### src/rtl/serial_adder_pkg.sv
// Shared definitions for the bit-serial adder: FSM state encoding and counter sizing.
package serial_adder_pkg;

  typedef enum logic [1:0] {
    IDLE  = 2'b00,
    SHIFT = 2'b01,
    DONE  = 2'b10
  } state_t;

  // Bit counter only has to reach width-1; keep at least one bit for tiny widths.
  function automatic int cnt_width(input int width);
    return (width <= 2) ? 1 : $clog2(width);
  endfunction

endpackage

### src/rtl/serial_adder_fa_bf.sv
// Single-bit full adder cell used as the arithmetic core of the serial adder.
module FA_BF (
  output logic Sum,
  output logic Carry,
  input  logic A,
  input  logic B,
  input  logic C
);

  assign Sum   = A ^ B ^ C;
  assign Carry = (A & B) | (C & (A ^ B));

endmodule

### src/rtl/serial_adder.sv
// Bit-serial WIDTH-bit adder: one full-adder cell, LSB-first, one bit per clock,
// registered parallel result with a one-cycle done pulse.
module serial_adder
  import serial_adder_pkg::*;
#(
  parameter int WIDTH = 8
) (
  input  logic             clk,
  input  logic             rst_n,
  input  logic             start,
  input  logic [WIDTH-1:0] a_in,
  input  logic [WIDTH-1:0] b_in,
  input  logic             cin,
  output logic             busy,
  output logic             done,
  output logic [WIDTH-1:0] sum_out,
  output logic             cout
);

  localparam int CW = cnt_width(WIDTH);

  state_t           state;
  logic [WIDTH-1:0] a_sh;
  logic [WIDTH-1:0] b_sh;
  logic [WIDTH-1:0] s_sh;
  logic             carry;
  logic [CW-1:0]    cnt;
  logic             fa_sum;
  logic             fa_carry;

  FA_BF u_fa (
    .Sum   (fa_sum),
    .Carry (fa_carry),
    .A     (a_sh[0]),
    .B     (b_sh[0]),
    .C     (carry)
  );

  always_ff @(posedge clk) begin
    if (!rst_n) begin
      state   <= IDLE;
      busy    <= 1'b0;
      done    <= 1'b0;
      sum_out <= '0;
      cout    <= 1'b0;
      a_sh    <= '0;
      b_sh    <= '0;
      s_sh    <= '0;
      carry   <= 1'b0;
      cnt     <= '0;
    end else begin
      done <= 1'b0;
      case (state)
        IDLE, DONE: begin
          if (start) begin
            a_sh  <= a_in;
            b_sh  <= b_in;
            carry <= cin;
            cnt   <= '0;
            state <= SHIFT;
            busy  <= 1'b1;
          end else begin
            state <= IDLE;
            busy  <= 1'b0;
          end
        end
        SHIFT: begin
          a_sh  <= {1'b0, a_sh[WIDTH-1:1]};
          b_sh  <= {1'b0, b_sh[WIDTH-1:1]};
          s_sh  <= {fa_sum, s_sh[WIDTH-1:1]};
          carry <= fa_carry;
          cnt   <= cnt + CW'(1);
          // Last bit: publish the completed word, which still has one bit in flight.
          if (cnt == CW'(WIDTH - 1)) begin
            state   <= DONE;
            busy    <= 1'b0;
            done    <= 1'b1;
            sum_out <= {fa_sum, s_sh[WIDTH-1:1]};
            cout    <= fa_carry;
          end
        end
        default: begin
          state <= IDLE;
          busy  <= 1'b0;
        end
      endcase
    end
  end

endmodule
### config.mk
export PLATFORM = sky130hd
export DESIGN_NAME = serial_adder
export DESIGN_NICKNAME = d
export VERILOG_FILES = /design/src/rtl/serial_adder_pkg.sv /design/src/rtl/serial_adder_fa_bf.sv /design/src/rtl/serial_adder.sv
export SDC_FILE = /design/constraint.sdc
export NUM_CORES = 1
export LEC_CHECK = 0
export ABC_CLOCK_PERIOD_IN_PS = 2200
export BUFFER_PORTS_ARGS = -buffer_cell sky130_fd_sc_hd__buf_2
export CAP_MARGIN = 20
export CELL_PAD_IN_SITES_DETAIL_PLACEMENT = 0
export CELL_PAD_IN_SITES_GLOBAL_PLACEMENT = 1
export CORE_MARGIN = 2
export CORE_UTILIZATION = 43
export DETAILED_ROUTE_END_ITERATION = 8
export GPL_TIMING_DRIVEN = 1
export MAX_ROUTING_LAYER = met4
export PLACE_DENSITY_LB_ADDON = 0.2
export SETUP_SLACK_MARGIN = 0.05
export SLEW_MARGIN = 0
export SYNTH_ARGS = -nofsm -noshare
export SYNTH_HDL_FRONTEND = slang
export SYNTH_HIERARCHICAL = 1
export SYNTH_SLANG_ARGS = --single-unit
export TNS_END_PERCENT = 5
### constraint.sdc
create_clock -name clk -period 2.2 [get_ports clk]
set_input_delay 0.55 -clock clk [delete_from_list [all_inputs] [get_ports clk]]
set_output_delay 0.55 -clock clk [all_outputs]
set_load 0.02 [all_outputs]
==> results.md <==
| Quantity | Value | Unit |
|:---|:---|:---|
| Vias in the first global route | 1285 | - |
| Biggest fanout along the worst timing path | 14 | - |
| Element type at the critical path end | flip-flop | - |
| Period utilisation layout | 0.710 | - |
| Routability cong. | 0.766 | - |
| Worst voltage drop across the vdd grid | 0.440 | mV |
| FF-to-FF setup slack | 0.64 | ns |
| Avg WL per Cell | 11.5 | um |
| Clock-pin slew on the worst setup and hold paths | 0.08 | ns |
| Number of buffers inserted to repair setup after CTS | 0 | - |
| Number of instances in the synthesized netlist | 193 | - |
| Worst path most repeated cell | sky130_fd_sc_hd__ha_1 | - |
| Maximum operating frequency | 640 | MHz |
| Total Wirelength | 3.06 | mm |
| I/O pins | 31 | - |
| Antenna Nets Post-Route | 0 | - |
| Startpoint of the worst register-to-register path | cnt[0] | - |
| Syn avg cell area | 8.41 | um^2 |
| Cell at the root of the clock tree | sky130_fd_sc_hd__clkbuf_8 | - |
| Total Die Area | 4280 | um^2 |
| Worst-Margin Slew | 0.611 | ns |
| Instance count along the most critical hold path | 2 | - |
| Initial detailed-routing violation count | 68 | - |
| Worst r2r dst | sum_out[7] | - |
| Number of antenna violations at the first check in global routing | 0 | - |
| Hold path startpoint | sum_out[1] | - |
| Static Leakage | 0.761 | nW |
| Type of element launching the critical path | flip-flop | - |
| Kind of path behind the tightest hold check | reg2reg | - |
| Vias | 1348 | - |
| Total track usage | 0.170 | - |
| Slowest cell on the critical path | sky130_fd_sc_hd__ha_1 | - |
| Data required time at the worst endpoint | 2.39 | ns |
| DR DRC count | 0 | - |
| Largest net degree at the start of global routing | 41 | - |
| Total power per unit cell area | 806 | nW/um^2 |
| Area of the mapped netlist | 1620 | um^2 |
| Leftover overflow at the end of global routing | 0 | - |
| Most frequently used cell type in the post-synthesis netlist | sky130_fd_sc_hd__nand2_1 | - |
| Area share of the largest cell type after synthesis | 0.493 | - |
| Arrival time at the worst endpoint | 1.75 | ns |
| CTS buffer count | 5 | - |
| Min cycle time layout | 1.56 | ns |
| Total Negative Setup Slacks | 0 | ns |
| RSZ-0062 raised after global routing | false | - |
| Cell accounting for the most synthesized area | sky130_fd_sc_hd__dfxtp_1 | - |
| Worst rel slew slack | 0.593 | - |
| Netlist cell types | 23 | - |
| Result of the run | complete, no violations | - |
| Maximum clock path buffer count | 2 | - |
| Area Overhead vs Synth | 15.9 | % |
| Hold bufs inserted after CTS | 0 | - |
| Most frequently used flop master after synthesis | sky130_fd_sc_hd__dfxtp_1 | - |
| Hold Crit Endpoint | sum_out[1] | - |
| Hold violation count in the final report | 0 | - |
| Largest cells by area after synthesis | sky130_fd_sc_hd__dfxtp_1 49%, sky130_fd_sc_hd__nand2_1 13%, sky130_fd_sc_hd__a21boi_1 9.2% | - |
| Core area | 3630 | um^2 |
| Die boundary height | 65.5 | um |
| Number of synthesized register bits | 40 | - |
| First-pass GRT wire length | 5.34 | mm |
| Via density per instance | 5.05 | - |
| Cell types with the highest counts after synthesis | 57 x sky130_fd_sc_hd__nand2_1, 40 x sky130_fd_sc_hd__dfxtp_1, 20 x sky130_fd_sc_hd__a21boi_1 | - |
| Worst-skew pair later-pin latency | 0.29 | ns |
| Final HPWL from detailed placement | 2.09 | mm |
| Count of instances resized after the clock tree is built | 0 | - |
| Crit path cell chain | ha_1 > ha_1 > nand3b_1 > nand2_1 > a21boi_1 | - |
| Total inserted antenna cells | 0 | - |
| Fin nets | 241 | - |
| Number of max-capacitance violations reported | 0 | - |
| Horizontal extent of the die | 65.5 | um |
| Slew Viols, Final | 0 | - |
| Seq/Total Area, Yosys | 0.493 | - |
| Number of buffers added on ports | 30 | - |
| Effective utilization at floorplan | 0.447 | - |
| Total of endpoints with negative setup slack in the final report | 0 | - |
| TritonCTS clock tree | built | - |
| Clk sink count | 40 | - |
| Detailed Routing Iterations Pass 1 | 5 | - |
| Dpl cell area | 1770 | um^2 |
| Longest individual stage delay on the worst path | 0.41 | ns |
| Non-Filler Cell Area, Final | 1880 | um^2 |
| YS warnings | 6 | - |
| Row cnt | 22 | - |
| Number of cell instances on the worst register-to-register path | 5 | - |
| Share of synthesized flip-flops with an asynchronous set or reset | 0 | - |
| # H-tree levels | 2 | - |
| Number of enable-type register cells in the synthesized netlist | 0 | - |
| Syn Nets | 216 | - |
| Kind of critical path | reg2reg | - |
| Worst Clk Skew | 0.00781 | ns |
| Share of post-route cells with drive strength above 1 | 0.187 | - |
==> worst max-delay path by stage <==
stage / from / end / slack [ns] / cells past startpoint
2_1_floorplan: start / a_sh[0] / 1.01 / 5
3_3_place_gp: start / a_sh[7] / 0.67 / 5
3_5_place_dp: cnt[0] / sum_out[7] / 0.62 / 5
4_1_cts: cnt[0] / sum_out[7] / 0.61 / 5
5_1_grt: cnt[0] / sum_out[7] / 0.50 / 5
6_report: cnt[0] / sum_out[7] / 0.64 / 5
==> power breakdown <==
part	total [W]	switching [W]	internal, W
clock	0.000587	0.000251	0.000337
combinational	0.000148	0.0000867	0.0000613
sequential	0.000782	0.0000219	0.000760
total	0.00152	0.000359	0.00116
==> final cells by class <==
cell class                      instances  area (um^2)
Multi-Input combinational cell        137          733
Sequential cell                        40          801
Tap cell                               48         60.1
Fill cell                             383         1750
Clock buffer                            6         72.6
Timing Repair Buffer                   34          180
Clock inverter                          2         35.0
==> metal layers <==
layer  wire, um  share of wire  global-route usage  vias to the layer above
met5          0              0                   -                        -
met4         82          0.027               0.102                        0
met3        161          0.053              0.0462                        6
met2       1410           0.46               0.276                       29
li1           -              -                   -                      708
met1       1410           0.46               0.186                      605
==> logic make-up (layout without fill, tap and decap cells) <==
family,count (synthesis),in the layout,share of synthesized area
buf+inv,16,42,0.0555
simple gates,81,81,0.215
fa+ha+maj,3,3,0.0277
flops,40,40,0.493
compound gates,53,53,0.209
==> registers in the layout (all words and copies together) (netlist names) <==
register	count
a_sh	8
b_sh	8
sum_out	8
s_sh	7
cnt	3
state	2
busy	1
carry	1
cout	1
done	1
==> stage by stage <==
step	hold WS (ns)	power, W	utilization	setup slack, ns	instances
2_1_floorplan	0.435	0.000911	-	1.01	193
5_1_grt	0.465	0.00159	0.518	0.501	267
6_report	0.449	0.00152	0.518	0.637	267
4_1_cts	0.453	0.00154	0.518	0.615	267
3_5_place_dp	0.442	0.000947	0.488	0.624	259
3_3_place_gp	0.438	0.000941	0.488	0.667	259
==> worst max-delay path: cells and delay by family (launching register included) <==
family | cells | cell delay (ns)
adder cells (fa/ha/maj) | 2 | 0.56
AND/OR/NAND/NOR | 2 | 0.48
flip-flops | 1 | 0.35
AO/OA/AOI/OAI | 1 | 0.07
==> cell usage in the layout (no fill, tap or decap), drive strengths merged <==
cell type / instances
a21boi: 21
a31oi: 15
and2: 1
and2b: 1
and3: 3
buf: 34
bufinv: 1
clkbuf: 6
clkinv: 1
dfxtp: 40
fa: 1
ha: 2
nand2: 57
nand2b: 2
nand3: 13
nand3b: 2
nor2: 1
nor2b: 1
o21a: 1
o21ai: 16
(Power assumes the default switching activity.)
